## src/rtl/instr_encoder_pkg.sv

```systemverilog
// Shared types, opcode constants and the word-building helper for the
// instruction encoder.
package instr_encoder_pkg;

  typedef enum logic [2:0] {
    K_DP  = 3'd0,
    K_MEM = 3'd1,
    K_BR  = 3'd2,
    K_SWI = 3'd3,
    K_MUL = 3'd4,
    K_MRS = 3'd5,
    K_MSR = 3'd6,
    K_RSV = 3'd7
  } kind_t;

  localparam logic [3:0] CMD_AND = 4'b0000;
  localparam logic [3:0] CMD_SUB = 4'b0010;
  localparam logic [3:0] CMD_ADD = 4'b0100;
  localparam logic [3:0] CMD_CMP = 4'b1010;
  localparam logic [3:0] CMD_ORR = 4'b1100;
  localparam logic [3:0] CMD_MOV = 4'b1101;

  typedef enum logic [1:0] {
    S_IDLE = 2'd0,
    S_ROT  = 2'd1,
    S_OUT  = 2'd2
  } state_t;

  localparam logic [31:0] ERR_INSTR_DEFAULT = 32'hE1A00000;

  typedef struct packed {
    kind_t       kind;
    logic [3:0]  cond;
    logic [3:0]  cmd;
    logic        s;
    logic        imm;
    logic        link;
    logic        load;
    logic        spsr;
    logic [3:0]  rd;
    logic [3:0]  rn;
    logic [3:0]  rm;
    logic [3:0]  rs;
    logic [31:0] imm32;
  } req_t;

  // Returns {err, word}. imm12 is only consulted for DP with the I bit set;
  // the caller supplies it once the rotation search has found it.
  function automatic logic [32:0] encode(input req_t r, input logic [11:0] imm12,
                                         input logic [31:0] err_instr);
    logic        err;
    logic [31:0] w;
    logic [31:0] mag;
    err = 1'b0;
    w   = '0;
    mag = r.imm32[31] ? (~r.imm32 + 32'd1) : r.imm32;
    case (r.kind)
      K_DP:  w = {r.cond, 2'b00, r.imm, r.cmd, r.s, r.rn, r.rd,
                  r.imm ? imm12 : {8'h00, r.rm}};
      K_MEM: begin
        w   = {r.cond, 2'b01, 1'b0, 1'b1, ~r.imm32[31], 1'b0, 1'b0, r.load,
               r.rn, r.rd, mag[11:0]};
        err = (mag > 32'd4095);
      end
      K_BR: begin
        w   = {r.cond, 3'b101, r.link, r.imm32[25:2]};
        // Signed 26-bit range: the top seven bits must be pure sign extension.
        err = (r.imm32[1:0] != 2'b00) || !((&r.imm32[31:25]) || !(|r.imm32[31:25]));
      end
      K_SWI: begin
        w   = {r.cond, 4'b1111, r.imm32[23:0]};
        err = |r.imm32[31:24];
      end
      K_MUL: w = {r.cond, 7'b0000000, r.s, r.rd, 4'b0000, r.rs, 4'b1001, r.rm};
      K_MRS: w = {r.cond, 5'b00010, r.spsr, 2'b00, 4'hF, r.rd, 12'h000};
      K_MSR: w = {r.cond, 5'b00010, r.spsr, 2'b10, 4'hF, 4'hF, 8'h00, r.rm};
      default: err = 1'b1;
    endcase
    if (err) w = err_instr;
    return {err, w};
  endfunction

endpackage

```

## src/rtl/instr_encoder_if.sv

```systemverilog
// Request and result channels of the instruction encoder.
// Both channels use valid/ready: a transfer happens on a rising edge where valid
// and ready are both high; a source holds valid and its payload until then.
interface instr_encoder_if;
  logic        req_valid;
  logic        req_ready;
  logic [2:0]  req_kind;
  logic [3:0]  req_cond;
  logic [3:0]  req_cmd;
  logic        req_s;
  logic        req_imm;
  logic        req_link;
  logic        req_load;
  logic        req_spsr;
  logic [3:0]  req_rd;
  logic [3:0]  req_rn;
  logic [3:0]  req_rm;
  logic [3:0]  req_rs;
  logic [31:0] req_imm32;
  logic        enc_valid;
  logic        enc_ready;
  logic [31:0] enc_instr;
  logic        enc_err;

  modport slave (
    input  req_valid, req_kind, req_cond, req_cmd, req_s, req_imm, req_link,
           req_load, req_spsr, req_rd, req_rn, req_rm, req_rs, req_imm32, enc_ready,
    output req_ready, enc_valid, enc_instr, enc_err
  );

  modport master (
    output req_valid, req_kind, req_cond, req_cmd, req_s, req_imm, req_link,
           req_load, req_spsr, req_rd, req_rn, req_rm, req_rs, req_imm32, enc_ready,
    input  req_ready, enc_valid, enc_instr, enc_err
  );
endinterface

```

## src/rtl/imm_rot_check.sv

```systemverilog
// Tests whether imm32 rotated left by 2*rot fits in eight bits, which is the
// same as imm32 == imm8 rotated right by 2*rot.
module imm_rot_check (
  input  logic [31:0] imm32,
  input  logic [3:0]  rot,
  output logic        match,
  output logic [7:0]  imm8
);
  logic [63:0] wide;
  logic [31:0] rotl;

  assign wide  = {imm32, imm32} << {rot, 1'b0};
  assign rotl  = wide[63:32];
  assign match = (rotl[31:8] == 24'h000000);
  assign imm8  = rotl[7:0];
endmodule

```

## src/rtl/instr_encoder.sv

```systemverilog
// Encodes one request per transaction into a 32-bit ARM instruction word,
// searching rotations serially for DP immediates.
module instr_encoder
  import instr_encoder_pkg::*;
#(
  parameter logic [31:0] ERR_INSTR = ERR_INSTR_DEFAULT
) (
  input  logic            clk,
  input  logic            reset,
  instr_encoder_if.slave  bus,
  output state_t          state_dbg
);
  state_t      state_q, state_n;
  logic [3:0]  rot_q, rot_n;
  req_t        req_q, req_live;
  logic [31:0] instr_q, out_word;
  logic        err_q, out_err;
  logic        load_req, load_out, clr_err;
  logic        rot_match;
  logic [7:0]  rot_imm8;

  assign req_live = '{
    kind:  kind_t'(bus.req_kind),
    cond:  bus.req_cond,
    cmd:   bus.req_cmd,
    s:     bus.req_s,
    imm:   bus.req_imm,
    link:  bus.req_link,
    load:  bus.req_load,
    spsr:  bus.req_spsr,
    rd:    bus.req_rd,
    rn:    bus.req_rn,
    rm:    bus.req_rm,
    rs:    bus.req_rs,
    imm32: bus.req_imm32
  };

  imm_rot_check u_rot (
    .imm32 (req_q.imm32),
    .rot   (rot_q),
    .match (rot_match),
    .imm8  (rot_imm8)
  );

  always_ff @(posedge clk) begin
    if (reset) begin
      state_q <= S_IDLE;
      rot_q   <= 4'd0;
      req_q   <= '0;
      instr_q <= 32'h0;
      err_q   <= 1'b0;
    end else begin
      state_q <= state_n;
      rot_q   <= rot_n;
      if (load_req) req_q <= req_live;
      if (load_out) begin
        instr_q <= out_word;
        err_q   <= out_err;
      end else if (clr_err) begin
        err_q <= 1'b0;
      end
    end
  end

  always_comb begin
    state_n  = state_q;
    rot_n    = rot_q;
    load_req = 1'b0;
    load_out = 1'b0;
    clr_err  = 1'b0;
    out_word = 32'h0;
    out_err  = 1'b0;
    case (state_q)
      S_IDLE: begin
        if (bus.req_valid) begin
          load_req = 1'b1;
          if (req_live.kind == K_DP && req_live.imm) begin
            state_n = S_ROT;
            rot_n   = 4'd0;
          end else begin
            // Non-search kinds are encoded straight from the live inputs so
            // the result is visible right after the accepting edge.
            state_n  = S_OUT;
            load_out = 1'b1;
            {out_err, out_word} = encode(req_live, 12'h000, ERR_INSTR);
          end
        end
      end
      S_ROT: begin
        if (rot_match) begin
          state_n  = S_OUT;
          load_out = 1'b1;
          {out_err, out_word} = encode(req_q, {rot_q, rot_imm8}, ERR_INSTR);
        end else if (rot_q == 4'hF) begin
          state_n  = S_OUT;
          load_out = 1'b1;
          out_err  = 1'b1;
          out_word = ERR_INSTR;
        end else begin
          rot_n = rot_q + 4'd1;
        end
      end
      S_OUT: begin
        if (bus.enc_ready) begin
          state_n = S_IDLE;
          clr_err = 1'b1;
        end
      end
      default: state_n = S_IDLE;
    endcase
  end

  assign bus.req_ready = (state_q == S_IDLE);
  assign bus.enc_valid = (state_q == S_OUT);
  assign bus.enc_instr = instr_q;
  assign bus.enc_err   = err_q;
  assign state_dbg     = state_q;
endmodule

```

## src/flat_wrapper.sv

```systemverilog
// flat-port wrapper written by rule: the top's interface ports become plain ports
module instr_encoder_flat import instr_encoder_pkg::*;
#(
  parameter logic [31:0] ERR_INSTR = ERR_INSTR_DEFAULT
)
  (clk, reset, state_dbg, bus_req_valid, bus_req_kind, bus_req_cond, bus_req_cmd, bus_req_s, bus_req_imm, bus_req_link, bus_req_load, bus_req_spsr, bus_req_rd, bus_req_rn, bus_req_rm, bus_req_rs, bus_req_imm32, bus_enc_ready, bus_req_ready, bus_enc_valid, bus_enc_instr, bus_enc_err);
  instr_encoder_if bus_i ();
  input  logic clk;
  input  logic reset;
  output state_t state_dbg;
  input wire logic [$bits(bus_i.req_valid)-1:0] bus_req_valid;
  input wire logic [$bits(bus_i.req_kind)-1:0] bus_req_kind;
  input wire logic [$bits(bus_i.req_cond)-1:0] bus_req_cond;
  input wire logic [$bits(bus_i.req_cmd)-1:0] bus_req_cmd;
  input wire logic [$bits(bus_i.req_s)-1:0] bus_req_s;
  input wire logic [$bits(bus_i.req_imm)-1:0] bus_req_imm;
  input wire logic [$bits(bus_i.req_link)-1:0] bus_req_link;
  input wire logic [$bits(bus_i.req_load)-1:0] bus_req_load;
  input wire logic [$bits(bus_i.req_spsr)-1:0] bus_req_spsr;
  input wire logic [$bits(bus_i.req_rd)-1:0] bus_req_rd;
  input wire logic [$bits(bus_i.req_rn)-1:0] bus_req_rn;
  input wire logic [$bits(bus_i.req_rm)-1:0] bus_req_rm;
  input wire logic [$bits(bus_i.req_rs)-1:0] bus_req_rs;
  input wire logic [$bits(bus_i.req_imm32)-1:0] bus_req_imm32;
  input wire logic [$bits(bus_i.enc_ready)-1:0] bus_enc_ready;
  output wire logic [$bits(bus_i.req_ready)-1:0] bus_req_ready;
  output wire logic [$bits(bus_i.enc_valid)-1:0] bus_enc_valid;
  output wire logic [$bits(bus_i.enc_instr)-1:0] bus_enc_instr;
  output wire logic [$bits(bus_i.enc_err)-1:0] bus_enc_err;
  assign bus_i.req_valid = bus_req_valid;
  assign bus_i.req_kind = bus_req_kind;
  assign bus_i.req_cond = bus_req_cond;
  assign bus_i.req_cmd = bus_req_cmd;
  assign bus_i.req_s = bus_req_s;
  assign bus_i.req_imm = bus_req_imm;
  assign bus_i.req_link = bus_req_link;
  assign bus_i.req_load = bus_req_load;
  assign bus_i.req_spsr = bus_req_spsr;
  assign bus_i.req_rd = bus_req_rd;
  assign bus_i.req_rn = bus_req_rn;
  assign bus_i.req_rm = bus_req_rm;
  assign bus_i.req_rs = bus_req_rs;
  assign bus_i.req_imm32 = bus_req_imm32;
  assign bus_i.enc_ready = bus_enc_ready;
  assign bus_req_ready = bus_i.req_ready;
  assign bus_enc_valid = bus_i.enc_valid;
  assign bus_enc_instr = bus_i.enc_instr;
  assign bus_enc_err = bus_i.enc_err;
  instr_encoder #(.ERR_INSTR(ERR_INSTR)) u_core (.clk(clk), .reset(reset), .bus(bus_i), .state_dbg(state_dbg));
endmodule
```

## config.mk

```make
export PLATFORM = sky130hd
export DESIGN_NAME = instr_encoder_flat
export DESIGN_NICKNAME = d
export VERILOG_FILES = /design/src/rtl/instr_encoder_pkg.sv /design/src/rtl/instr_encoder_if.sv /design/src/rtl/imm_rot_check.sv /design/src/rtl/instr_encoder.sv /design/src/flat_wrapper.sv
export SDC_FILE = /design/constraint.sdc
export NUM_CORES = 1
export LEC_CHECK = 0
export ABC_AREA = 1
export CAP_MARGIN = 20
export CORE_MARGIN = 8
export CORE_UTILIZATION = 63
export CTS_CLUSTER_DIAMETER = 200
export DETAILED_ROUTE_END_ITERATION = 8
export PLACE_DENSITY = 0.95
export SETUP_SLACK_MARGIN = 0.02
export SYNTH_ARGS = -nofsm -noshare
export SYNTH_HDL_FRONTEND = slang
export SYNTH_HIERARCHICAL = 1
export SYNTH_SLANG_ARGS = --single-unit
```

## constraint.sdc

```tcl
create_clock -name clk -period 7.3 [get_ports clk]
set_clock_uncertainty 0.1 [all_clocks]
set_input_delay 1.46 -clock clk [delete_from_list [all_inputs] [get_ports clk]]
set_output_delay 1.46 -clock clk [all_outputs]
set_load 0.1 [all_outputs]
```

# After elaboration in Yosys (flattened, before gate mapping)
# Cells that the tools add are included.
dict set report totals {
  elab_cells 121
  input_bits 68
  output_inout_bits 37
  regBits 103
}
dict set report op_classes {
  eq_ne 21
  n_reduce_logical 27
  shift 1
  n_mux 46
  n_lt_le_gt_ge 2
  bitwise_logic 4
  addsub 3
}
# cell count
set op_table {}
lappend op_table {{32-bit case mux with 7 select lines} 2}
lappend op_table {{32-bit two-way mux} 8}
lappend op_table {{32-bit by 1-bit adder with 32-bit output (second input constant)} 2}
lappend op_table {{32-bit by 12-bit greater-than comparator with 1-bit output (second input constant)} 2}
lappend op_table {{32-bit NOT} 2}
lappend op_table {{32-bit case mux with 2 select lines} 1}
lappend op_table {{64-bit by 5-bit left shift with 64-bit output} 1}
lappend op_table {{24-bit logical NOT} 1}
lappend op_table {{4-bit two-way mux} 5}
lappend op_table {{3-bit == test (second input constant)} 6}
lappend op_table {{1-bit two-way mux} 18}
lappend op_table {{8-bit OR reduction} 2}
lappend op_table {{7-bit AND reduction} 2}
lappend op_table {{7-bit OR reduction} 2}
lappend op_table {{3-bit by 2-bit == test with 1-bit output (second input constant)} 4}
lappend op_table {{12-bit two-way mux} 1}
lappend op_table {{2-bit two-way mux} 5}
lappend op_table {{2-bit inequality test (second input constant)} 4}
lappend op_table {{1-bit case mux with 4 select lines} 2}
lappend op_table {{4-bit case mux with 2 select lines} 1}
lappend op_table {{2-bit nonzero test} 4}
lappend op_table {{4-bit OR reduction} 2}
lappend op_table {{3-bit by 1-bit == test with 1-bit output (second input constant)} 2}
lappend op_table {{3-bit logical NOT} 2}
lappend op_table {{15 further kinds} 23}

# Depth between registers and ports, before layout
dict set report logic_depth {
  word_depth 13
  ltp_mapped 24
  mapped_depth_nobuf 21
}

# By module
# Netlist, hierarchy kept.
# module seq_area_each_um2 cells_each n_inst area_per_inst_um2
set by_module_without_submodules {}
lappend by_module_without_submodules {instr_encoder 2062.0 1271 1 7642.3}
lappend by_module_without_submodules {imm_rot_check 0.0 336 1 1491.4}

# Worst setup path after synthesis
# No wires, ideal clock.
dict set report synth_path {
  path_kind {register -> output}
  from {register u_core.state_q[1], in the netlist u_core/state_dbg[1]}
  to {output bus_enc_valid}
  stages_incl_launch_ff 3
  t_arrival_ns 2.388
  setup_slack_ns 3.352
  t_required_ns 5.740
  n_path_buf 0
  cell_sequence {dfxtp_1 inv_1 nor2_1}
}
dict set report synth_via {
  elab_chain_cells 1
}
# item line
set synth_lines {}
lappend synth_lines {{start, declared} instr_encoder.sv:13} ;# state_t state_q, state_n;
lappend synth_lines {{start signal, assigned} instr_encoder.sv:53} ;# state_q <= state_n;
lappend synth_lines {{2-bit == test} instr_encoder.sv:114} ;# assign bus.enc_valid = (state_q == S_OUT);
lappend synth_lines {{end, declared} flat_wrapper.sv:27} ;# output wire logic [$bits(bus_i.enc_valid)-1:0] bus_enc_valid;
# No other way between the ends.

# Worst setup path in the final report
dict set report layout_path {
  from {input bus_req_kind[1]}
  to {register u_core.instr_q[8], in the netlist u_core/bus.enc_instr[8]}
}
dict set report layout_via {
  elab_chain_cells 10
}
# item line
set layout_lines {}
lappend layout_lines {{start, declared} flat_wrapper.sv:12} ;# input wire logic [$bits(bus_i.req_kind)-1:0] bus_req_kind;
lappend layout_lines {{3-bit == test or 3-bit logical NOT (tied branches)} {instr_encoder_pkg.sv:57, instr_encoder.sv:77}}
lappend layout_lines {{4-bit OR reduction (no source line)} n/a}
lappend layout_lines {{1-bit case mux with 4 select lines} instr_encoder_pkg.sv:57} ;# case (r.kind)
lappend layout_lines {{1-bit two-way mux} instr_encoder.sv:77} ;# if (req_live.kind == K_DP && req_live.imm) begin
lappend layout_lines {{1-bit two-way mux} instr_encoder.sv:75} ;# if (bus.req_valid) begin
lappend layout_lines {{1-bit two-way mux} instr_encoder.sv:73} ;# case (state_q)
lappend layout_lines {{32-bit two-way mux} instr_encoder_pkg.sv:79} ;# if (err) w = err_instr;
lappend layout_lines {{32-bit two-way mux} instr_encoder.sv:77}
lappend layout_lines {{32-bit two-way mux} instr_encoder.sv:75}
lappend layout_lines {{32-bit case mux with 2 select lines} instr_encoder.sv:73}
lappend layout_lines {{end signal, assigned} instr_encoder.sv:57} ;# instr_q <= out_word;
lappend layout_lines {{end, declared} instr_encoder.sv:16} ;# logic [31:0] instr_q, out_word;
# Parallel ways exist; a longest one is shown, timed or not. The select of a mux whose other input is x is not followed.
# A chain may end at the register's enable or synchronous reset.

==> results.toml <==
[logic_synthesis]
synth_top_flop_cell = "dfxtp_1"
synth_top_cell_area_share = 0.226
async_flop_share = 0
yosys_warnings = 6
ys_ff_latch = 103
avgSynthCellArea_sq_um = 5.68
synth_area_leader_cell = "dfxtp_1"
synth_area_leaders = "dfxtp_1 (23%), nand2_1 (17%), o21ai_0 (9.2%)"
netlist-cell-type-count = 48
syn_inst = 1607
ys_seq_area_frac = 0.226
syn-cell-area_sq_mm = 0.00913
syn_nets = 1678
synth_edf_count = 0

[worst_hold_path]
min_to = "u_core/req_q[59]"
holdCritStartpoint = "u_core/req_q[59]"
min_path_cells = 2
hold_class = "reg2reg"

[pwr]
power_frac_comb = 0.388
pwr-share-clk = 0.268
p_sw_uw = 850
ir_worst_vdd_v = 0.000140
p_leak_nw = 4.60
power_density_mw_per_mm2 = 188
totalPowerFinal_mw = 1.96
switching_share = 0.434
power_frac_seq = 0.344
p_int_mw = 1.11

[placed_design]
dp.final_hpwl_um = 27700
port_buffers = 104
dp.cells = 1826
gp_congestion = 1.08
dpl_cell_area_sq_mm = 0.0101

[global_routing]
grt.total_usage = 0.381
antenna_found_initial = 1
grt_pass1_wl_um = 55600
grt_pass1_vias = 10500
grt_max_degree = 112
overflow = 0

[floorplan]
rows = 44
die_w_um = 136
die_y_um = 136
core-area_sq_mm = 0.0144
io_pins = 105
dieArea_sq_mm = 0.0186
initial_core_util = 0.636

[finish]
final_cell_area_sq_mm = 0.0104
syn2layout_area_growth_pct = 13.9
fin_nets = 1724
drive_gt1_frac = 0.0615
stdcell_count = 1843

[routing]
via_per_inst = 6.38
ant_nets = 0
dr.pass1.iters = 6
drt-initial-drc-count = 1562
wl_per_cell_um = 19.6
wl_um = 36100
dr_total_vias = 11800
drcViolationCount = 0

[timing]
drv_slew = 0
fmax_mhz = 218
rsz0062_at_grt = "no"
setup_tns_ps = 0
relSlewSlack = 0.321
post-route-min-period_ps = 4590
final-setup-viol-count = 0
worstMarginPinSlew_ps = 1020
fin_hold_ws_ps = 368
hold_viol = 0
fin_crit_sh = 0.629

[critical_path]
reg2regPathDepth = 18
r2r_start = "u_core/rot_q[0]"
path_class = "in2reg"
reg2reg_slack_ps = 3140
reg2reg_to = "u_core/bus.enc_instr[8]"
crit_path_start_kind = "input port"
startpoint = "bus_req_kind[1]"
path_max_fanout = 40
endpoint_kind = "flop"
cp.required_ps = 7500
critPathArrivalTime_ps = 4790

[clocking]
cts_root_buffer = "clkbuf_16"
clk_pin_slew_ps = 80
cts_hold_buf = 0
h-tree-depth = 3
cts_tree = "yes"
cts_setup_buffers = 0
clkSinkCount = 103
cts.path.max_buffers = 2
clkLatencyLatePin_ps = 360
cts_buffers = 9
ctsResizeCount = 0

[run]
drv_cap = 0

[run_status]
status = "complete, no violations"
-- layout make-up --
class                           count  area, sq um
Multi-Input combinational cell   1254         6020
Fill cell                        1302         3970
Sequential cell                   103         2060
Timing Repair Buffer              113         1110
Inverter                          172          649
Tap cell                          184          230
Clock buffer                        9          225
Clock inverter                      7         97.6
Antenna cell                        1         2.50
-- how the worst max path moves through the flow --
stage / endpoint / slack [ps] / cells after the start
final: u_core/bus.enc_instr[8] / 2710 / 13
after global routing: u_core/bus.enc_instr[8] / 2470 / 13
after CTS: u_core/bus.enc_instr[8] / 2880 / 13
after detailed placement: u_core/bus.enc_instr[26] / 2510 / 13
after global placement: u_core/bus.enc_instr[18] / 2680 / 13
after floorplan: bus_enc_valid / 3350 / 2
-- cell families (layout without fill, tap and decap cells) --
group                      after synthesis  in the layout  synth area share
xor gates and xnor gates                13             13            0.0125
other                                    0              1                 0
DFF                                    103            103             0.226
AOI/OAI and AO/OA                      370            370             0.228
and+or+nand+nor                        868            868             0.415
buffers and inverters                  250            301             0.115
adders and majority gates                3              3           0.00411
-- placed cells by master (no fill, tap or decap), drive strengths merged, types with 5 or more instances in the layout --
cell           count
o21ai            183
a211oi             8
a21oi            112
o2111ai            9
o22ai             21
and2               6
o221ai             5
inv              171
o211ai             8
buf                9
dfxtp            103
nand2            443
clkbuf             9
xor2              13
clkdlybuf4s50    104
nand4             38
a221oi            12
nor3              19
nand3            171
nor2             187
clkinv             7
-- cell usage after synthesis, types with 3 or more instances --
cell type and count:
a211oi_1 8, a21oi_1 111, a221oi_1 12, a31oi_1 3, and2_1 4, buf_1 4, buf_2 23, buf_4 4
buf_6 9, clkbuf_1 37, clkinv_1 3, dfxtp_1 103, ha_1 3, inv_1 157, inv_2 10, nand2_1 424
nand2_2 19, nand3_1 165, nand3_2 5, nand4_1 38, nor2_1 158, nor2_2 28, nor3_1 19, o2111ai_1 9
o211ai_1 8, o21ai_0 167, o21ai_1 11, o21ai_2 5, o221ai_1 5, o22ai_1 21, xor2_1 13
-- flip-flops by register name, summed over array words and instances, names as in the netlist --
name / flops
u_core/req_q: 64
u_core/bus.enc_instr: 32
u_core/rot_q: 4
u_core/state_dbg: 2
u_core/bus.enc_err: 1
-- metal layers --
| layer | wire length (um) | vias up | GRT usage | share of wire |
|---|---|---|---|---|
| li1 | - | 5469 | - | - |
| met1 | 13700 | 5231 | 0.481 | 0.38 |
| met2 | 15100 | 891 | 0.568 | 0.42 |
| met3 | 4850 | 170 | 0.0957 | 0.13 |
| met4 | 2480 | 2 | 0.243 | 0.069 |
| met5 | 13 | - | 0 | 0.00036 |
-- metrics by stage --
step	worst slack, ps	util
after floorplan	3350	-
after global routing	2470	0.724
after detailed placement	2510	0.701
after global placement	2680	0.701
final	2710	0.724
after CTS	2880	0.724
-- power by group through the flow --
stage | clock network [mW] | registers [mW] | logic [mW]
after floorplan | 0 | 0.775 | 0.418
after global placement | 0 | 0.680 | 0.723
after detailed placement | 0 | 0.681 | 0.732
after CTS | 0.526 | 0.668 | 0.737
after global routing | 0.547 | 0.677 | 0.817
final | 0.525 | 0.673 | 0.760
-- critical path, stage by stage --
cell and delay [ps]:
clkdlybuf4s50_1 540, nor2_1 140, inv_1 80, nor2_1 240
inv_1 140, nor2_1 180, inv_1 60, nand2_1 560
nand2_1 560, buf_4 410, o21ai_0 130, nand2_1 90
a21oi_1 180
(Power assumes the default switching activity.)
